--- config.mk ---
export PLATFORM = sky130hd
export DESIGN_NAME = flag_alu_flat
export DESIGN_NICKNAME = d
export VERILOG_FILES = /design/src/rtl/flag_alu_if.sv /design/src/rtl/flag_alu.sv /design/src/flat_wrapper.sv
export SDC_FILE = /design/constraint.sdc
export NUM_CORES = 1
export LEC_CHECK = 0
export ABC_AREA = 1
export CORE_MARGIN = 1
export CORE_UTILIZATION = 55
export DETAILED_ROUTE_END_ITERATION = 12
export GPL_ROUTABILITY_DRIVEN = 0
export PLACE_DENSITY = 0.87
export SYNTH_ARGS = -nofsm -noshare
export SYNTH_HDL_FRONTEND = slang
export SYNTH_SLANG_ARGS = --single-unit
--- constraint.sdc ---
create_clock -name clk -period 2.6 [get_ports clk]
set_clock_uncertainty 0.15 [all_clocks]
set_input_delay 0.26 -clock clk [delete_from_list [all_inputs] [get_ports clk]]
set_output_delay 0.26 -clock clk [all_outputs]
set_load 0.005 [all_outputs]
--- src/rtl/flag_alu_if.sv ---
// Request/response bundle for flag_alu: operands in, result, handshake
// status and flag/enable outputs toward the status-register stage.
interface flag_alu_if;
    logic        start;
    logic [3:0]  op;
    logic [15:0] a;
    logic [15:0] b;
    logic [15:0] result;
    logic        valid;
    logic        busy;
    logic        C_out;
    logic        L_out;
    logic        F_out;
    logic        Z_out;
    logic        N_out;
    logic        cmp_f_en;
    logic        of_f_en;
    logic        z_f_en;

    modport master (
        output start, op, a, b,
        input  result, valid, busy,
        input  C_out, L_out, F_out, Z_out, N_out,
        input  cmp_f_en, of_f_en, z_f_en
    );

    modport slave (
        input  start, op, a, b,
        output result, valid, busy,
        output C_out, L_out, F_out, Z_out, N_out,
        output cmp_f_en, of_f_en, z_f_en
    );
endinterface

--- src/rtl/flag_alu.sv ---
// Multi-cycle 16-bit ALU with status flags and flag write enables.
// Define FLAG_ALU_MUL_EN to build the iterative shift-add multiplier.
module flag_alu (
    input  logic       clk,
    input  logic       reset,
    flag_alu_if.slave  bus
);
    localparam logic [3:0] OP_ADD = 4'd0;
    localparam logic [3:0] OP_SUB = 4'd1;
    localparam logic [3:0] OP_CMP = 4'd2;
    localparam logic [3:0] OP_AND = 4'd3;
    localparam logic [3:0] OP_OR  = 4'd4;
    localparam logic [3:0] OP_XOR = 4'd5;
    localparam logic [3:0] OP_LSH = 4'd6;
`ifdef FLAG_ALU_MUL_EN
    localparam logic [3:0] OP_MUL = 4'd7;
    typedef enum logic [1:0] {IDLE, SHIFT, DONE, MUL} state_t;
`else
    typedef enum logic [1:0] {IDLE, SHIFT, DONE} state_t;
`endif

    state_t      state_q, state_d;
    logic [15:0] res_q, res_d;
    logic        c_q, c_d, l_q, l_d, f_q, f_d, z_q, z_d, n_q, n_d;
    logic [2:0]  en_q, en_d;
    logic [15:0] sh_q, sh_d;
    logic [4:0]  cnt_q, cnt_d;
    logic        left_q, left_d;

    logic [16:0] add_w, sub_w;
    logic        add_ovf, sub_ovf, slt;
    logic [4:0]  mag;
    logic [15:0] sh_nx;

    assign add_w   = {1'b0, bus.a} + {1'b0, bus.b};
    assign sub_w   = {1'b0, bus.a} - {1'b0, bus.b};
    assign add_ovf = (bus.a[15] == bus.b[15]) && (add_w[15] != bus.a[15]);
    assign sub_ovf = (bus.a[15] != bus.b[15]) && (sub_w[15] != bus.a[15]);
    assign slt     = $signed(bus.a) < $signed(bus.b);
    // Shift amount is 5-bit two's complement; -16 gives magnitude 16.
    assign mag     = bus.b[4] ? (~bus.b[4:0] + 5'd1) : bus.b[4:0];
    assign sh_nx   = left_q ? {sh_q[14:0], 1'b0} : {1'b0, sh_q[15:1]};

`ifdef FLAG_ALU_MUL_EN
    logic [31:0] acc_q, acc_d, mc_q, mc_d, acc_nx;
    logic [15:0] mp_q, mp_d;
    assign acc_nx = mp_q[0] ? acc_q + mc_q : acc_q;
`endif

    always_comb begin
        state_d = state_q;
        res_d   = res_q;
        c_d     = c_q;
        l_d     = l_q;
        f_d     = f_q;
        z_d     = z_q;
        n_d     = n_q;
        en_d    = 3'b000;
        sh_d    = sh_q;
        cnt_d   = cnt_q;
        left_d  = left_q;
`ifdef FLAG_ALU_MUL_EN
        acc_d   = acc_q;
        mc_d    = mc_q;
        mp_d    = mp_q;
`endif
        unique case (state_q)
            IDLE: begin
                if (bus.start) begin
                    state_d = DONE;
                    case (bus.op)
                        OP_ADD: begin
                            res_d = add_w[15:0];
                            c_d   = add_w[16];
                            f_d   = add_ovf;
                            z_d   = (add_w[15:0] == 16'd0);
                            en_d  = 3'b011;
                        end
                        OP_SUB: begin
                            res_d = sub_w[15:0];
                            c_d   = sub_w[16];
                            f_d   = sub_ovf;
                            z_d   = (sub_w[15:0] == 16'd0);
                            en_d  = 3'b011;
                        end
                        OP_CMP: begin
                            l_d  = sub_w[16];
                            n_d  = slt;
                            z_d  = (bus.a == bus.b);
                            en_d = 3'b101;
                        end
                        OP_AND: begin
                            res_d = bus.a & bus.b;
                            z_d   = ((bus.a & bus.b) == 16'd0);
                            en_d  = 3'b001;
                        end
                        OP_OR: begin
                            res_d = bus.a | bus.b;
                            z_d   = ((bus.a | bus.b) == 16'd0);
                            en_d  = 3'b001;
                        end
                        OP_XOR: begin
                            res_d = bus.a ^ bus.b;
                            z_d   = ((bus.a ^ bus.b) == 16'd0);
                            en_d  = 3'b001;
                        end
                        OP_LSH: begin
                            if (mag != 5'd0) begin
                                state_d = SHIFT;
                                sh_d    = bus.a;
                                cnt_d   = mag;
                                left_d  = ~bus.b[4];
                            end else begin
                                res_d = bus.a;
                            end
                        end
`ifdef FLAG_ALU_MUL_EN
                        OP_MUL: begin
                            state_d = MUL;
                            acc_d   = 32'd0;
                            mc_d    = {16'd0, bus.a};
                            mp_d    = bus.b;
                            cnt_d   = 5'd16;
                        end
`endif
                        default: res_d = 16'd0;
                    endcase
                end
            end
            SHIFT: begin
                sh_d  = sh_nx;
                cnt_d = cnt_q - 5'd1;
                if (cnt_q == 5'd1) begin
                    state_d = DONE;
                    res_d   = sh_nx;
                end
            end
`ifdef FLAG_ALU_MUL_EN
            MUL: begin
                acc_d = acc_nx;
                mc_d  = {mc_q[30:0], 1'b0};
                mp_d  = {1'b0, mp_q[15:1]};
                cnt_d = cnt_q - 5'd1;
                if (cnt_q == 5'd1) begin
                    state_d = DONE;
                    res_d   = acc_nx[15:0];
                    f_d     = (acc_nx[31:16] != 16'd0);
                    c_d     = (acc_nx[31:16] != 16'd0);
                    z_d     = (acc_nx[15:0] == 16'd0);
                    en_d    = 3'b011;
                end
            end
`endif
            DONE:    state_d = IDLE;
            default: state_d = IDLE;
        endcase
    end

    always_ff @(posedge clk) begin
        if (reset) begin
            state_q <= IDLE;
            res_q   <= 16'd0;
            c_q     <= 1'b0;
            l_q     <= 1'b0;
            f_q     <= 1'b0;
            z_q     <= 1'b0;
            n_q     <= 1'b0;
            en_q    <= 3'b000;
            sh_q    <= 16'd0;
            cnt_q   <= 5'd0;
            left_q  <= 1'b0;
`ifdef FLAG_ALU_MUL_EN
            acc_q   <= 32'd0;
            mc_q    <= 32'd0;
            mp_q    <= 16'd0;
`endif
        end else begin
            state_q <= state_d;
            res_q   <= res_d;
            c_q     <= c_d;
            l_q     <= l_d;
            f_q     <= f_d;
            z_q     <= z_d;
            n_q     <= n_d;
            en_q    <= en_d;
            sh_q    <= sh_d;
            cnt_q   <= cnt_d;
            left_q  <= left_d;
`ifdef FLAG_ALU_MUL_EN
            acc_q   <= acc_d;
            mc_q    <= mc_d;
            mp_q    <= mp_d;
`endif
        end
    end

    assign bus.result   = res_q;
    assign bus.valid    = (state_q == DONE);
    assign bus.busy     = (state_q != IDLE);
    assign bus.C_out    = c_q;
    assign bus.L_out    = l_q;
    assign bus.F_out    = f_q;
    assign bus.Z_out    = z_q;
    assign bus.N_out    = n_q;
    assign bus.cmp_f_en = en_q[2];
    assign bus.of_f_en  = en_q[1];
    assign bus.z_f_en   = en_q[0];
endmodule
--- src/flat_wrapper.sv ---
// flat-port wrapper written by rule: the top's interface ports become plain ports
module flag_alu_flat 
  (clk, reset, bus_start, bus_op, bus_a, bus_b, bus_result, bus_valid, bus_busy, bus_C_out, bus_L_out, bus_F_out, bus_Z_out, bus_N_out, bus_cmp_f_en, bus_of_f_en, bus_z_f_en);
  flag_alu_if bus_i ();
  input  logic clk;
  input  logic reset;
  input wire logic [$bits(bus_i.start)-1:0] bus_start;
  input wire logic [$bits(bus_i.op)-1:0] bus_op;
  input wire logic [$bits(bus_i.a)-1:0] bus_a;
  input wire logic [$bits(bus_i.b)-1:0] bus_b;
  output wire logic [$bits(bus_i.result)-1:0] bus_result;
  output wire logic [$bits(bus_i.valid)-1:0] bus_valid;
  output wire logic [$bits(bus_i.busy)-1:0] bus_busy;
  output wire logic [$bits(bus_i.C_out)-1:0] bus_C_out;
  output wire logic [$bits(bus_i.L_out)-1:0] bus_L_out;
  output wire logic [$bits(bus_i.F_out)-1:0] bus_F_out;
  output wire logic [$bits(bus_i.Z_out)-1:0] bus_Z_out;
  output wire logic [$bits(bus_i.N_out)-1:0] bus_N_out;
  output wire logic [$bits(bus_i.cmp_f_en)-1:0] bus_cmp_f_en;
  output wire logic [$bits(bus_i.of_f_en)-1:0] bus_of_f_en;
  output wire logic [$bits(bus_i.z_f_en)-1:0] bus_z_f_en;
  assign bus_i.start = bus_start;
  assign bus_i.op = bus_op;
  assign bus_i.a = bus_a;
  assign bus_i.b = bus_b;
  assign bus_result = bus_i.result;
  assign bus_valid = bus_i.valid;
  assign bus_busy = bus_i.busy;
  assign bus_C_out = bus_i.C_out;
  assign bus_L_out = bus_i.L_out;
  assign bus_F_out = bus_i.F_out;
  assign bus_Z_out = bus_i.Z_out;
  assign bus_N_out = bus_i.N_out;
  assign bus_cmp_f_en = bus_i.cmp_f_en;
  assign bus_of_f_en = bus_i.of_f_en;
  assign bus_z_f_en = bus_i.z_f_en;
  flag_alu u_core (.clk(clk), .reset(reset), .bus(bus_i));
endmodule
After elaboration in Yosys (flattened, before gate mapping):

Index checks and enable logic that the tools add are counted.

* bits in registers: 48
* bits of input ports: 39
* output and inout port bits: 26
* word-level logic and storage cells: 91

* $add $sub $neg: 4
* order comparisons: 1
* equality and inequality tests: 20
* multiplexer cells: 24
* bitwise logic cells: 7
* reductions and logical operators: 24

Operators by type and width (number)
* $mux W16: 7
* $pmux W16 S7: 1
* $logic_not A16 Y1: 5
* $pmux W16 S2: 2
* $mux W5: 4
* $add A16 B16 Y17: 1
* $sub A16 B16 Y17: 1
* $and A16 B16 Y16: 1
* $eq A16 B16 Y1: 1
* $lt A16 B16 Y1: 1
* $or A16 B16 Y16: 1
* $xor A16 B16 Y16: 1
* $eq A4 B3 Y1 const B: 3
* $pmux W5 S2: 1
* $pmux W3 S3: 1
* $reduce_and A3 Y1: 3
* $eq A4 B2 Y1 const B: 2
* $mux W2: 4
* $reduce_and A4 Y1: 2
* $ne A2 B2 Y1 const B: 3
* $pmux W1 S6: 1
* $reduce_bool A2 Y1: 3
* $reduce_bool A6 Y1: 1
* $reduce_or A3 Y1: 2
* 21 further kinds: 28

Logic depth before layout (Yosys ltp):

Gate-level depths: netlist of the first run.

* depth after elaboration: 8
* mapped depth: 18
* depth with buffers taken out: 18

Least setup slack after synthesis of the first run:

OpenSTA, ideal clock, no wires.

* kind: in2reg
* start: input port bus_b[0]
* end: register u_core.res_q[4], in the netlist u_core.bus.result[4]
* setup time: 0.115 ns
* arrival: 1.844 ns
* data required time: 2.335 ns
* path slack: 0.492 ns
* stages on the path: 11
* buffers on the path: 0
* cell sequence: ha_1 -> inv_1 -> fa_1 -> inv_1 -> nand3_1 -> nand2_1 -> xor2_1 -> o22ai_1 -> o31ai_1 -> nand2_1 -> o21a_1

* word-level cells in the longest chain between the ends: 6
* elaborated cells between the ends (all ways): 11
* classes of those cells: add/sub: 3; eq/ne: 1; mux: 4; bitwise: 1; reduce/logical: 2

RTL lines
* from (decl): line flat_wrapper.sv:10 `input wire logic [$bits(bus_i.b)-1:0] bus_b;`
* parallel branches: the longest is 6 deep, another holds $sub A16 B16 Y17
* to (signal assigned): line flag_alu.sv:179 `res_q <= res_d;`
* to (decl): line flag_alu.sv:23 `logic [15:0] res_q, res_d;`

Several ways; the timed one is not identified. The select of a mux whose other input is x is not followed.
A chain may end at the register's enable or synchronous reset.

Worst setup path in the final report of the first run:

* start: input port bus_b[3]
* end: register u_core.z_q, in the netlist u_core.bus.Z_out

* word-level cells in the longest chain between the ends: 3
* elaborated cells between the ends (all ways): 12
* classes of those cells: add/sub: 2; eq/ne: 1; mux: 1; bitwise: 3; reduce/logical: 5

RTL lines
* $sub A16 B16 Y17, or another cell as far along: line flag_alu.sv:36 `assign sub_w = {1'b0, bus.a} - {1'b0, bus.b};`
* $logic_not A16 Y1, on equally long branches
* $pmux W1 S6 *: line flag_alu.sv:71 `case (bus.op)`
* to (signal assigned): line flag_alu.sv:183 `z_q <= z_d;`
* to (decl): line flag_alu.sv:24 `logic c_q, c_d, l_q, l_d, f_q, f_d, z_q, z_d, n_q, n_d;`

Every way passes the cells marked *; elsewhere a longest branch is shown, timed or not.

==> metrics.md, run 1 <==
| Metric | Value |
|---|---|
| Status | `complete, no violations` |
| Synth cell types | `43` |
| Arrival @ worst endpoint | `approximately 2.6 ns` |
| Num CTS Buffers | `5` |
| Finish-stage setup viols | `0` |
| Yosys warnings | `0` |
| Seq/Total Area, Yosys | `17.4%` |
| Slowest Stage Delay on Critical Path | `just under 0.5 ns` |
| Synth Area in Compound Gates | `about a fifth` |
| Mux cell area share after synthesis | `less than 1%` |
| Crit. End Element | `flip-flop` |
| CP Buf/Inv Count | `6` |
| Area leader, netlist | `dfxtp_1` |
| Post-synthesis xor/xnor area fraction | `1.75%` |
| Final core occ | `around 76%` |
| Commonest non-fill, non-tap cell in the layout | `nand2_1` |
| Synth Cell Area | `approximately 5500 sq um` |
| Hold_buf cts | `0` |
| Area of the core | `9730 sq um` |
| Clk pin slew, worst setup/hold paths | `0.09 ns` |
| Yosys top cell area share | `around 17%` |
| Hold/Removal Path Class | `in -> reg` |
| Setup CP Type | `in -> reg` |
| Vias in the first global route | `between 6000 and 7000` |
| IO Pins | `65` |
| Most numerous cell on the critical path | `nand2_1` |
| Data required, critical path | `2.71 ns` |
| Port buffer count | `64` |
| Number of antenna diodes | `0` |
| Share of cells above drive strength 1 | `around 19%` |
| DRC violations left | `0` |
| CTS tree | `yes` |
| Global-route wire length before repair | `approximately 31 mm` |
| CTS H-tree depth | `2` |
| Gr ovfl total | `0` |
| Chip height | `slightly above 100 microns` |
| Post-DP HPWL | `roughly 16 mm` |
| Final Hold Vio Count | `0` |
| Syn Nets | `a little over 1000` |
| Peak VDD IR | `around 0.27 mV` |
| Max-cap violations | `0` |
| Clk Tree Root Cell | `clkbuf_8` |
| Syn_area_per_cell | `between 5 and 6 sq um` |
| Fmax | `between 400 and 500 MHz` |
| Drt pass-1 iters | `8` |
| Num Clock Sinks | `48` |
| Largest family of logic cells by synthesized area | `simple AND/OR/NAND/NOR gates` |
| Area delta synth->final | `34.9%` |
| Simple-Gate Fraction of Synth Area | `around 32%` |
| Final count of pins violating max slew | `0` |
| Seq cells post-synth | `48` |
| Slowest-stage cell, CP | `clkdlybuf4s50_1` |
| Worst R2R Start | `u_core.state_q[0]` |
| Slew HR | `roughly 62%` |
| Flop2flop setup slack | `0.57 ns` |
| Via count | `approximately 7300` |
| Initial antenna violation count | `0` |
| RR Endpoint | `u_core.bus.result[8]` |
| Pleak | `approximately 3.8 nW` |
| Final ANT Viol Nets | `0` |
| Critical Path Stages | `18` |
| Die Wd | `between 100 and 150 microns` |
| End of the critical path | `u_core.bus.Z_out` |
| Fin crit share | `a little over nine tenths` |
| FF-to-FF path depth | `8` |
| Initial DRC Count | `1099` |
| Vias per inst | `5.90` |
| Post-synth top flop | `dfxtp_1` |
| CP startpoint | `bus_b[3]` |
| Critical path startpoint category | `primary input` |
| Worst Path Max Fanout | `3` |
| Mapped Cells | `a little over 900` |
| Starting Density | `a little under three fifths` |
| Worst-Skew Late Latency | `around 0.30 ns` |
| Area share of fa/ha/maj cells after synthesis | `12.3%` |
| Asr flop ratio synth | `0%` |
| Power, Total | `about 0.0026 W` |
| Die area | `10400 sq um` |
| Rows | `36` |
| Min cycle time layout | `between 2 and 2.5 ns` |
| Leading cell types in the layout, fill and taps excluded | `nand2_1, inv_1, buf_4` |
| Synth top area cells | `dfxtp_1, nand2_1, ha_1` |
| Largest net degree at the start of global routing | `36` |
| Routed WL | `roughly 21 mm` |
| Power density over the cells | `~350 nW/um^2` |
| EDFF count, synth | `0` |
| Worst-Margin Slew | `between 0.5 and 0.6 ns` |
| CTS max path bufs | `2` |
| Crit path max-delay family | `simple AND/OR/NAND/NOR gates` |
| Total negative slack | `0 ns` |
| CP cell instances | `clkdlybuf4s50_1 > inv_2 > buf_4 > ha_1 > nand2_1 > nand2_2 > inv_1 > nand3_2 > nand2_1 > nand2_1 > buf_4 > nor2_1 > nand3_1 > nor2_1 > nand2_1 > nand4_1 > nand2_1 > inv_1` |
| Wire per inst | `16.8 microns` |
| Nets | `around 1200` |
| Gr usage total | `roughly two fifths` |
## kinds of logic after synthesis
group,count (synthesis)
AOI/OAI and AO/OA,189
adders and majority gates,53
and+or+nand+nor,418
muxes,1
xor gates and xnor gates,11
buffers and inverters,204
DFF,48
## stage by stage
stage / area (sq um) / setup WS [ns] / instances / hold slack (ns)
5_1_grt: 7440 / -0.0437 / 1231 / 0.211
2_1_floorplan: 5520 / 0.492 / 924 / 0.259
6_report: 7440 / 0.131 / 1231 / 0.209
4_1_cts: 7220 / 0.0218 / 1229 / 0.305
3_3_place_gp: 7120 / -0.265 / 1221 / 0.285
3_5_place_dp: 7120 / -0.353 / 1221 / 0.293
## where the power goes
part           internal (W)  total [W]  switching (W)
clock network      0.000217   0.000470       0.000254
registers          0.000776   0.000802      0.0000258
logic              0.000564    0.00130       0.000739
total               0.00156    0.00258        0.00102
## what timing repair did
item	4_1_cts	5_1_grt
pin swaps	0	7
resized for setup	1	55
setup endpoints to repair	1	14
buffers inserted	0	3
## worst register-to-register path, delay by kind of cell, from the launching register on
kind,cells,cell delay (ns)
compound gates,2,0.40
buf+inv,3,0.46
flops,1,0.37
simple gates,3,0.59
## layout make-up
| type | count | area (sq um) |
|---|---|---|
| well taps | 133 | 166 |
| clock buffers | 7 | 86.3 |
| repair buffers | 194 | 1670 |
| clock inverters | 1 | 7.51 |
| multi-input cells | 672 | 3890 |
| inverters | 176 | 661 |
| flip-flops and latches | 48 | 961 |
| fillers | 740 | 2290 |
## layer usage
layer	share of wire (%)	global-route usage (%)	wire, microns	vias up
li1	-	-	-	3355
met4	8.4	25.7	1730	0
met3	12	8.76	2500	164
met5	0	0	0	-
met1	36	47.4	7560	3139
met2	43	60.9	8940	600
## Yosys cell counts, types with 3 or more instances
cell      count
nand2_1     237
inv_1       164
nor2_1       76
a21oi_1      70
nand3_1      54
ha_1         51
dfxtp_1      48
o22ai_1      36
o21ai_0      35
nand4_1      19
xor2_1       11
inv_2        10
a221oi_1      8
buf_2         8
clkbuf_1      8
nand2_2       8
nor3_1        8
o21ai_1       7
a22oi_1       6
nor2_2        6
a31oi_1       5
buf_6         5
buf_4         4
o221ai_1      4
o31ai_1       4
clkbuf_8      3
nand3_2       3
o211ai_1      3
## how the worst min path moves through the flow
stage / start / to / slack [ns] / cells past startpoint
after floorplan: reset / u_core.bus.Z_out / 0.26 / 3
after global routing: bus_b[0] / u_core.cnt_q[0] / 0.21 / 3
after global placement: u_core.bus.result[1] / u_core.bus.result[1] / 0.29 / 2
after CTS: u_core.bus.result[2] / u_core.bus.result[2] / 0.30 / 2
after detailed placement: u_core.bus.result[2] / u_core.bus.result[2] / 0.29 / 2
final: bus_b[0] / u_core.cnt_q[0] / 0.21 / 3
## flip-flops by register name, summed over array words and instances (netlist names)
signal and cells:
u_core.bus.F_out 1, u_core.bus.L_out 1, u_core.bus.N_out 1, u_core.bus.result 16, u_core.left_q 1, u_core.en_q 3, u_core.bus.Z_out 1, u_core.state_q 2
u_core.cnt_q 5, u_core.bus.C_out 1, u_core.sh_q 16
Power figures use the tool's default switching activity.
==> inputs of run 2 (changes only) <==
CORE_MARGIN = 2   (was 1)
==> metrics.md, run 2 (same netlist as run 1, synthesis figures left out) <==
| Metric | Value |
|---|---|
| Total negative slack | `0 ns (unchanged)` |
| Hold EP | `u_core.cnt_q[0]` |
| Starting Density | `56.4% (-0.26 points)` |
| Die Wd | `104 microns (+2.0%)` |
| Number of antenna diodes | `0 (unchanged)` |
| Power density over the cells | `345 nW/um^2 (-0.33%)` |
| Commonest non-fill, non-tap cell in the layout | `nand2_1` |
| Finish-stage setup viols | `0 (unchanged)` |
| Hold/Removal Path Class | `in -> reg` |
| Via count | `7257 (-0.014%)` |
| Hold Path Depth | `3 (unchanged)` |
| Fmax | `390 MHz (-3.6%)` |
| Arrival @ worst endpoint | `2.59 ns (+0.02 ns)` |
| CTS tree | `yes` |
| Setup CP Type | `in -> reg` |
| Final count of pins violating max slew | `0 (unchanged)` |
| Wire per inst | `16.7 microns (-0.61%)` |
| Hold_sp | `bus_b[0]` |
| Rows | `36 (unchanged)` |
| Initial antenna violation count | `0 (unchanged)` |
| Area delta synth->final | `33.2%` |
| Max-cap violations | `0 (unchanged)` |
| Post-DP HPWL | `16.1 mm (+0.18%)` |
| Slew HR | `70.9% (+8.7 points)` |
| Metal2 WL | `8.92 mm (-0.16%)` |
| Initial DRC Count | `1175 (+6.9%)` |
| Gr usage total | `36.5% (-2.2 points)` |
| Highest metal used | `met4` |
| Clk Tree Root Cell | `clkbuf_8` |
| Power, Total | `0.00253 W (-1.6%)` |
| Post-CTS setup buffer count | `0 (unchanged)` |
| DRC violations left | `0 (unchanged)` |
| Final hold slack | `0.246 ns (+0.0374 ns)` |
| Worst Path Max Fanout | `4 (+1)` |
| Status | `complete, no violations` |
| Worst-Skew Late Latency | `0.30 ns (about the same)` |
| Flop2flop setup slack | `0.65 ns (+0.08 ns)` |
| Vias per inst | `5.90 (about the same)` |
| Num Clock Sinks | `48 (unchanged)` |
| Finished Layout Cells | `1231 (unchanged)` |
| Metal-1 WL | `7.61 mm (+0.66%)` |
| Placed insts | `1223 (+0.16%)` |
| Fin crit share | `98.5% (+3.6 points)` |
| Min cycle time layout | `2.56 ns (+0.0931 ns)` |
| Peak VDD IR | `0.250 mV (-7.4%)` |
| IO Pins | `65 (unchanged)` |
| RR Endpoint | `u_core.bus.result[12]` |
| Crit. End Element | `flip-flop` |
| FF-to-FF path depth | `8 (unchanged)` |
| Pleak | `3.74 nW (-1.1%)` |
| Chip height | `104 microns (+2.0%)` |
| Routed WL | `20.6 mm (-0.61%)` |
| Worst-Margin Slew | `0.435 ns (-0.127 ns)` |
| Worst R2R Start | `u_core.state_q[0]` |
| CTS max path bufs | `2 (unchanged)` |
| Largest net degree at the start of global routing | `36 (unchanged)` |
| WL met3 | `2.54 mm (+1.7%)` |
| CTS H-tree depth | `2 (unchanged)` |
| Num CTS Buffers | `5 (unchanged)` |
| Hold_buf cts | `0 (unchanged)` |
| Vias in the first global route | `6811 (+6.0%)` |
| Final ANT Viol Nets | `0 (unchanged)` |
| Post-CTS sizing | `0 (-1)` |
| Critical path startpoint category | `primary input` |
| Area of the core | `9770 sq um (+0.46%)` |
| Global-route wire length before repair | `32.5 mm (+3.9%)` |
| Die area | `10800 sq um (+4.0%)` |
| Port buffer count | `64 (unchanged)` |
| Nets | `1189 (unchanged)` |
| Leading cell types in the layout, fill and taps excluded | `nand2_1, inv_1, buf_4` |
| Share of cells above drive strength 1 | `18.2% (-1.0 points)` |
| Data required, critical path | `2.63 ns (-0.08 ns)` |
| Final Hold Vio Count | `0 (unchanged)` |
| Gr ovfl total | `0 (unchanged)` |
| Drt pass-1 iters | `7 (-1)` |
| Clk pin slew, worst setup/hold paths | `0.08 ns (about the same)` |
[run 2: stage by stage]
| step | setup slack (ns) | util (%) | area, sq um |
|---|---|---|---|
| floorplan | 0.492 | - | 5520 |
| global placement | -0.193 | 72.9 | 7130 |
| detailed placement | -0.296 | 72.9 | 7130 |
| CTS | 0.00976 | 73.8 | 7220 |
| global route | -0.139 | 75.2 | 7350 |
| finish | 0.0382 | 75.2 | 7350 |
[run 2: critical path: stages]
cell             delay [ns]
clkdlybuf4s50_1        0.48
inv_1                  0.07
ha_1                   0.37
buf_4                  0.15
inv_2                  0.03
nand2_1                0.06
nand2_1                0.13
inv_1                  0.14
nand2_2                0.10
nand2_1                0.08
nand2_1                0.07
nand2_1                0.06
o21ai_0                0.09
o31ai_1                0.38
a21oi_1                0.12
[run 2: area by class of cell]
type                       instances  area (sq um)
tap                              133           166
clock buffer                       8          90.1
timing repair buffer             194          1650
inverter                         176           661
sequential                        48           961
multi-input combinational        672          3820
fill                             764          2430
[run 2: routing by layer]
layer,GRT usage [%],vias up
met5,0,-
met4,21.8,0
met3,5.70,168
met2,58.0,606
met1,46.6,3130
li1,-,3353
[run 2: worst max path at each step]
stage,from,end,slack (ns)
after floorplan,bus_b[0],u_core.bus.result[4],0.49
after global placement,bus_b[0],u_core.bus.result[10],-0.19
after CTS,bus_b[0],u_core.bus.result[4],0.01
final,bus_b[5],u_core.bus.result[6],0.04
after global routing,bus_a[5],u_core.bus.result[6],-0.14
after detailed placement,bus_b[0],u_core.bus.result[4],-0.30
[run 2: report_power, final]
group          internal, W  total (W)  switching (W)
clock             0.000217   0.000456       0.000239
sequential        0.000776   0.000804      0.0000273
combinational     0.000553    0.00128       0.000722
